$ cat src/rtl/commit_rf_tracker_if.sv
// Trace drain handshake between the commit tracker
// and an off-core debug / difftest consumer.
interface commit_rf_tracker_if #(
  parameter int RW   = 5,
  parameter int XLEN = 32
);
  logic            trace_valid;
  logic            trace_ready;
  logic [31:0]     trace_pc;
  logic [RW-1:0]   trace_wnum;
  logic [XLEN-1:0] trace_wdata;

  modport master (
    output trace_valid,
    output trace_pc,
    output trace_wnum,
    output trace_wdata,
    input  trace_ready
  );

  modport slave (
    input  trace_valid,
    input  trace_pc,
    input  trace_wnum,
    input  trace_wdata,
    output trace_ready
  );
endinterface

$ cat src/rtl/commit_rf_tracker.sv
// Commit-side architectural state: shadow RF, retire counter,
// registered debug read port and a committed-write trace FIFO.
module commit_rf_tracker #(
  parameter int COMMIT_W    = 2,
  parameter int NREG        = 32,
  parameter int XLEN        = 32,
  parameter int TRACE_DEPTH = 8,
  localparam int RW = $clog2(NREG),
  localparam int PW = $clog2(TRACE_DEPTH),
  localparam int CW = PW + 1
) (
  input  logic                     aclk,
  input  logic                     aresetn,
  input  logic [COMMIT_W-1:0]      cmt_valid,
  input  logic [COMMIT_W-1:0]      rf_wen,
  input  logic [COMMIT_W*RW-1:0]   wb_rf_wnum,
  input  logic [COMMIT_W*XLEN-1:0] wb_rf_wdata,
  input  logic [COMMIT_W*32-1:0]   wb_pc,
  output logic [NREG*XLEN-1:0]     logic_rf,
  output logic [63:0]              commit_cnt,
  input  logic                     rd_req,
  input  logic [RW-1:0]            reg_num,
  output logic [XLEN-1:0]          rf_rdata,
  output logic                     ws_valid,
  commit_rf_tracker_if.master      trace,
  output logic [CW-1:0]            trace_count,
  output logic                     trace_ovf,
  input  logic                     trace_ovf_clr
);

  typedef struct packed {
    logic [31:0]     pc;
    logic [RW-1:0]   wnum;
    logic [XLEN-1:0] wdata;
  } ent_t;

  logic [COMMIT_W-1:0] w_we;
  logic [CW-1:0]       w_n;
  logic [2:0]          w_ncmt;
  logic [PW-1:0]       w_slot [COMMIT_W];
  logic [CW-1:0]       w_space;
  logic                w_push;
  logic                w_drop;
  logic                w_pop;
  logic [XLEN-1:0]     w_byp;
  ent_t                w_head;

  logic [XLEN-1:0]     r_rf [NREG];
  logic [63:0]         r_cnt;
  ent_t                r_mem [TRACE_DEPTH];
  logic [PW-1:0]       r_wptr;
  logic [PW-1:0]       r_rptr;
  logic [CW-1:0]       r_count;
  logic                r_ovf;
  logic [XLEN-1:0]     r_rdata;
  logic                r_ws_valid;

  // Effective writes, their FIFO slots in port order, retire count
  always_comb begin
    w_we   = '0;
    w_n    = '0;
    w_ncmt = '0;
    for (int i = 0; i < COMMIT_W; i++) begin
      w_slot[i] = r_wptr + w_n[PW-1:0];
      w_we[i]   = cmt_valid[i] & rf_wen[i]
                & (wb_rf_wnum[i*RW +: RW] != '0);
      if (w_we[i]) w_n = w_n + CW'(1);
      if (cmt_valid[i]) w_ncmt = w_ncmt + 3'd1;
    end
  end

  // Push is all-or-nothing against the pre-pop occupancy
  always_comb begin
    w_space = CW'(TRACE_DEPTH) - r_count;
    w_drop  = (w_n > w_space);
    w_push  = (w_n != '0) & ~w_drop;
    w_pop   = (r_count != '0) & trace.trace_ready;
  end

  // Debug read bypass: later ports override earlier ones
  always_comb begin
    w_byp = r_rf[reg_num];
    for (int i = 0; i < COMMIT_W; i++) begin
      if (w_we[i] && wb_rf_wnum[i*RW +: RW] == reg_num)
        w_byp = wb_rf_wdata[i*XLEN +: XLEN];
    end
  end

  // Shadow RF update; NBA order lets the highest port win
  always_ff @(posedge aclk or negedge aresetn) begin
    if (!aresetn) begin
      for (int r = 0; r < NREG; r++) r_rf[r] <= '0;
    end else begin
      for (int i = 0; i < COMMIT_W; i++) begin
        if (w_we[i])
          r_rf[wb_rf_wnum[i*RW +: RW]] <= wb_rf_wdata[i*XLEN +: XLEN];
      end
    end
  end

  // Retired instruction counter, wraps naturally
  always_ff @(posedge aclk or negedge aresetn) begin
    if (!aresetn) r_cnt <= '0;
    else          r_cnt <= r_cnt + 64'(w_ncmt);
  end

  // Trace storage; contents are don't-care while empty
  always_ff @(posedge aclk) begin
    if (w_push) begin
      for (int i = 0; i < COMMIT_W; i++) begin
        if (w_we[i]) begin
          r_mem[w_slot[i]].pc    <= wb_pc[i*32 +: 32];
          r_mem[w_slot[i]].wnum  <= wb_rf_wnum[i*RW +: RW];
          r_mem[w_slot[i]].wdata <= wb_rf_wdata[i*XLEN +: XLEN];
        end
      end
    end
  end

  // FIFO pointers and occupancy
  always_ff @(posedge aclk or negedge aresetn) begin
    if (!aresetn) begin
      r_wptr  <= '0;
      r_rptr  <= '0;
      r_count <= '0;
    end else begin
      if (w_push) r_wptr <= r_wptr + w_n[PW-1:0];
      if (w_pop)  r_rptr <= r_rptr + PW'(1);
      r_count <= r_count + (w_push ? w_n : CW'(0))
                         - (w_pop ? CW'(1) : CW'(0));
    end
  end

  // Sticky overflow; a drop beats a same-cycle clear
  always_ff @(posedge aclk or negedge aresetn) begin
    if (!aresetn)          r_ovf <= 1'b0;
    else if (w_drop)       r_ovf <= 1'b1;
    else if (trace_ovf_clr) r_ovf <= 1'b0;
  end

  // Registered debug read port
  always_ff @(posedge aclk or negedge aresetn) begin
    if (!aresetn) begin
      r_rdata    <= '0;
      r_ws_valid <= 1'b0;
    end else begin
      r_ws_valid <= rd_req;
      if (rd_req) r_rdata <= w_byp;
    end
  end

  // Flatten shadow RF; r0 is hard zero
  always_comb begin
    logic_rf = '0;
    for (int r = 1; r < NREG; r++)
      logic_rf[r*XLEN +: XLEN] = r_rf[r];
  end

  // Head outputs forced to zero while empty
  always_comb begin
    w_head            = r_mem[r_rptr];
    trace.trace_valid = (r_count != '0);
    trace.trace_pc    = trace.trace_valid ? w_head.pc    : '0;
    trace.trace_wnum  = trace.trace_valid ? w_head.wnum  : '0;
    trace.trace_wdata = trace.trace_valid ? w_head.wdata : '0;
  end

  assign commit_cnt  = r_cnt;
  assign rf_rdata    = r_rdata;
  assign ws_valid    = r_ws_valid;
  assign trace_count = r_count;
  assign trace_ovf   = r_ovf;

endmodule

$ cat src/flat_wrapper.sv
// flat-port wrapper written by rule: the top's interface ports become plain ports
module commit_rf_tracker_flat 
#(
  parameter int COMMIT_W    = 2,
  parameter int NREG        = 32,
  parameter int XLEN        = 32,
  parameter int TRACE_DEPTH = 8,
  localparam int RW = $clog2(NREG),
  localparam int PW = $clog2(TRACE_DEPTH),
  localparam int CW = PW + 1
)
  (aclk, aresetn, cmt_valid, rf_wen, wb_rf_wnum, wb_rf_wdata, wb_pc, logic_rf, commit_cnt, rd_req, reg_num, rf_rdata, ws_valid, trace_count, trace_ovf, trace_ovf_clr, trace_trace_valid, trace_trace_pc, trace_trace_wnum, trace_trace_wdata, trace_trace_ready);
  commit_rf_tracker_if #(.RW(5), .XLEN(XLEN)) trace_i ();
  input  logic aclk;
  input  logic aresetn;
  input  logic [COMMIT_W-1:0] cmt_valid;
  input  logic [COMMIT_W-1:0] rf_wen;
  input  logic [COMMIT_W*RW-1:0] wb_rf_wnum;
  input  logic [COMMIT_W*XLEN-1:0] wb_rf_wdata;
  input  logic [COMMIT_W*32-1:0] wb_pc;
  output logic [NREG*XLEN-1:0] logic_rf;
  output logic [63:0] commit_cnt;
  input  logic rd_req;
  input  logic [RW-1:0] reg_num;
  output logic [XLEN-1:0] rf_rdata;
  output logic ws_valid;
  output logic [CW-1:0] trace_count;
  output logic trace_ovf;
  input  logic trace_ovf_clr;
  output wire logic [$bits(trace_i.trace_valid)-1:0] trace_trace_valid;
  output wire logic [$bits(trace_i.trace_pc)-1:0] trace_trace_pc;
  output wire logic [$bits(trace_i.trace_wnum)-1:0] trace_trace_wnum;
  output wire logic [$bits(trace_i.trace_wdata)-1:0] trace_trace_wdata;
  input wire logic [$bits(trace_i.trace_ready)-1:0] trace_trace_ready;
  assign trace_trace_valid = trace_i.trace_valid;
  assign trace_trace_pc = trace_i.trace_pc;
  assign trace_trace_wnum = trace_i.trace_wnum;
  assign trace_trace_wdata = trace_i.trace_wdata;
  assign trace_i.trace_ready = trace_trace_ready;
  commit_rf_tracker #(.COMMIT_W(COMMIT_W), .NREG(NREG), .XLEN(XLEN), .TRACE_DEPTH(TRACE_DEPTH)) u_core (.aclk(aclk), .aresetn(aresetn), .cmt_valid(cmt_valid), .rf_wen(rf_wen), .wb_rf_wnum(wb_rf_wnum), .wb_rf_wdata(wb_rf_wdata), .wb_pc(wb_pc), .logic_rf(logic_rf), .commit_cnt(commit_cnt), .rd_req(rd_req), .reg_num(reg_num), .rf_rdata(rf_rdata), .ws_valid(ws_valid), .trace(trace_i), .trace_count(trace_count), .trace_ovf(trace_ovf), .trace_ovf_clr(trace_ovf_clr));
endmodule
$ cat config.mk
export PLATFORM = sky130hd
export DESIGN_NAME = commit_rf_tracker_flat
export DESIGN_NICKNAME = d
export VERILOG_FILES = /design/src/rtl/commit_rf_tracker_if.sv /design/src/rtl/commit_rf_tracker.sv /design/src/flat_wrapper.sv
export SDC_FILE = /design/constraint.sdc
export NUM_CORES = 2
export LEC_CHECK = 0
export ABC_AREA = 1
export CORE_MARGIN = 10
export CORE_UTILIZATION = 30
export DETAILED_ROUTE_END_ITERATION = 12
export PLACE_DENSITY = 0.47
export SYNTH_ARGS = -nofsm -noshare
export SYNTH_HDL_FRONTEND = slang
export SYNTH_SLANG_ARGS = --single-unit
$ cat constraint.sdc
create_clock -name aclk -period 3.61 [get_ports aclk]
set_input_delay 0.722 -clock aclk [delete_from_list [all_inputs] [get_ports aclk]]
set_output_delay 0.722 -clock aclk [all_outputs]
set_load 0.05 [all_outputs]
==> implementation parameters <==
Parameter                              Value

GRT
  Vias in the first global route ... 91,300
  Largest net degree at the start of global routing ... 154
  Total routing usage reported by global routing ... 0.354
  GRT Residual Overflow ... 0
  Global-route wire length before repair ... 870 mm
  Antenna violations before repair ... 115

Worst setup path
  R2r startpoint ... u_core.trace_count[0]
  Worst-case register-to-register setup slack ... 750 ps
  Type of origin of the critical path ... register
  Biggest fanout along the worst timing path ... 8
  Critical path class ... reg2out
  CP Launch Point ... u_core.r_rptr[0]
  Endpoint class of the critical path ... primary output
  Worst endpoint data arrival time ... 2910 ps
  Critical path data required time ... 2890 ps

Synth
  Synth top area share ... 0.283
  Leading cell types by total area after synthesis ... dfrtp_1 28%, edfxtp_1 17%, nand2_1 11%
  Area leader, netlist ... dfrtp_1
  Post-Synthesis Mean Instance Area ... 7.61 µm²
  Post-synth top cells ... 3,057 x nand2_1, 1,656 x o21ai_0, 1,157 x nand3_1
  Number of different library cells in the post-synthesis netlist ... 45
  Number of synthesized register bits ... 1,684
  Post-synth ARST share ... 0.672
  Post-Synthesis Cell Area ... 100,000 µm²
  Most frequent cell after synthesis ... nand2_1
  Count of yosys warnings during synthesis ... 0
  Number of enable flip-flop cells after synthesis ... 552
  Part of the Yosys area used for sequential elements ... 0.449
  Most frequently used flop master after synthesis ... dfrtp_1
  Cells after Synth ... 13,100

Clock tree
  TritonCTS clock tree ... built
  Clock root buffer ... clkbuf_16
  Number of H-tree levels ... 4
  Max clock buf depth ... 4
  Clock buffers created by TritonCTS ... 212
  Clk slew on worst S/H paths ... 60 ps
  Total number of clock tree sinks ... 1,684
  Insertion delay of the later-clocked pin in the worst-skew pair ... 930 ps

Floorplan
  Cell row count ... 211
  Vert. Die Dim ... 597 µm
  Initial standard-cell utilization of the core ... 0.302
  Num ports ... 1,348
  Die X ... 597 µm
  DIE AREA ... 357,000 µm²
  Core outline area ... 331,000 µm²

Route
  DRC violation count after routing ... 0
  Routed wire length per instance ... 37.3 µm
  Post-Route WL ... 665 mm
  First-pass iteration count of the detailed router ... 7
  Vias after detailed routing ... 100,000
  ANT nets after route ... 0
  Mean number of vias per cell ... 5.63
  Number of DRC markers in iteration 0 ... 14,100

STA
  Slew at the pin with the worst max-slew slack ... 1360 ps
  Rel. slew slack ... 0.0947
  Final slew viol count ... 0
  Unrepaired setup endpoints after global routing ... yes
  Final hold slack ... 275 ps
  Hold Vio Cnt, Final ... 0
  Time the final worst path needs with I/O delays and setup ... 3640 ps
  Clock skew after layout ... 69.3 ps
  Achievable Freq ... 275 MHz
  Final worst setup slack ... -26.3 ps
  Final setup violation count ... 3
  Portion of the clock cycle consumed by the worst path in the final layout ... 1.01

Min path
  Beginning of the worst hold path ... wb_rf_wdata[15]
  Class of the tightest hold or removal check ... in2reg

Power and ir drop
  Peak supply drop ... 469 µV
  Power density normalized to cell area ... 805 nW/µm²
  Leakage ... 54.9 nW

Placement
  Post-place instance area ... 115,000 µm²
  DPL Wire Length ... 478 mm
  Routability Congestion ... 0.974
  Number of cells in the design after placement ... 17,300
  Buffers added on ports ... 1,315

Layout
  Final net count ... 13,400
  Filler cells ... 34,400
  Share of layout cells above drive strength 1 ... 0.111
  Area taken by multi-input logic gates ... 40,700 µm²
  Register area ... 44,900 µm²
  Final std cells w/o fill ... 17,900
  Layout Cell Area excl Fill ... 124,000 µm²
  Synthesis-to-finish area growth ... 24.2%

Status
  Outcome ... complete, but fails checks
  Violated checks ... setup timing

Job
  Max-cap violations ... 0
==> per-layer routing <==
layer / vias up / GRT usage / routed length (µm)
li1: 42800 / - / -
met1: 49300 / 0.421 / 242000
met2: 6789 / 0.519 / 279000
met3: 1506 / 0.130 / 80600
met4: 34 / 0.272 / 63100
met5: - / 0 / 206
==> cells by family (layout without fill, tap and decap cells) <==
kind of cell | count (synthesis) | in the layout | synth area share
XOR/XNOR | 79 | 79 | 0.00692
other | 1 | 86 | 0.0000375
AO/OA/AOI/OAI | 2919 | 2919 | 0.162
buffers and inverters | 3037 | 3301 | 0.158
flip-flops | 1684 | 1684 | 0.449
AND/OR/NAND/NOR | 5399 | 5400 | 0.221
adder cells (fa/ha/maj) | 18 | 18 | 0.00240
==> where the power goes <==
| part | internal, mW | switching [mW] | leakage, nW |
|---|---|---|---|
| Clock | 12.6 | 9.62 | 3.38 |
| Sequential | 23.4 | 4.19 | 19.0 |
| Combinational | 16.4 | 33.7 | 32.4 |
| Total | 52.4 | 47.5 | 54.9 |
==> final timing paths <==
| check | depth (start not counted) | endpoint |
|---|---|---|
| max | 10 | trace_trace_pc[27] |
| min | 3 | u_core.logic_rf[591] |
| max reg2reg | 10 | u_core.trace_count[2] |
| min reg2reg | 0 | u_core.r_rf[1021] |
| max in group asynchronous | 3 | u_core.logic_rf[557] |
| min in group asynchronous | 2 | u_core.logic_rf[982] |
==> layout by cell type (no fill, tap or decap), types with 25 or more instances in the layout <==
cell,netlist,routed
dfrtp_1,1132,1130
nand4_1,31,31
xor2_1,49,49
buf_4,1037,494
edfxtp_1,552,552
clkbuf_1,817,63
clkbuf_8,0,39
a31oi_1,356,316
clkbuf_16,0,224
diode_2,0,54
nand2_2,5,26
buf_16,0,25
a31oi_2,0,29
o22ai_2,0,40
inv_2,8,62
clkinv_2,0,25
nand2_1,3057,3026
inv_1,814,768
o21ai_2,0,31
xnor2_1,30,30
clkinv_1,28,30
o21ai_0,1656,1553
nor3_1,32,31
nand3_1,1157,1151
o211ai_1,334,334
o21ai_1,114,183
clkdlybuf4s50_1,0,1164
o22ai_1,99,58
conb_1,1,32
buf_2,209,63
o21a_1,57,57
buf_12,0,260
nor2_1,1074,1054
a21oi_1,284,283
==> final cells by class <==
cell class,count,share of cell area
diodes,54,0.00109
clock buffers,315,0.0493
clock inverters,74,0.00680
inverters,851,0.0263
multi-input cells,8448,0.327
flip-flops and latches,1684,0.362
well taps,4366,0.0440
repair buffers,2058,0.183
repair inverters,3,0.000312
==> flip-flops by register name, indices dropped and copies added (netlist names) <==
| register | flops |
|---|---|
| u_core.logic_rf | 992 |
| u_core.r_mem | 552 |
| u_core.commit_cnt | 64 |
| u_core.r_rptr | 3 |
| u_core.ws_valid | 1 |
| u_core.r_wptr | 3 |
| u_core.trace_ovf | 1 |
| u_core.trace_count | 4 |
| u_core.rf_rdata | 32 |
| u_core.r_rf | 32 |
==> what timing repair did <==
action	CTS	global route
pin swaps	34	53
setup endpoints to repair	321	268
setup buffers	25	17
endpoints found under the hold margin	78	0
gates resized for setup	211	139
hold buffers	1	0
cloned	21	11
==> stage by stage <==
stage / setup WS [ps] / util / setup TNS [ps] / power [mW]
final: -26.3 / 0.375 / -33.2 / 99.9
after global routing: -93.5 / 0.375 / -1340 / 103
after CTS: -76.2 / 0.372 / -751 / 98.3
after detailed placement: -1020 / 0.346 / -1384210 / 73.3
after global placement: -1030 / 0.346 / -1384140 / 73.3
after floorplan: 7.12 / - / 0 / 54.9
==> worst max-delay path, cell delays in order, from the launching register on <==
cell       delay [ps]
dfrtp_4           500
buf_12            170
clkinv_16          80
buf_16            160
buf_4             130
buf_8             100
o21ai_1            70
o22ai_2           190
o21ai_1           120
a31oi_2           280
buf_12            180
(Power assumes the default switching activity.)
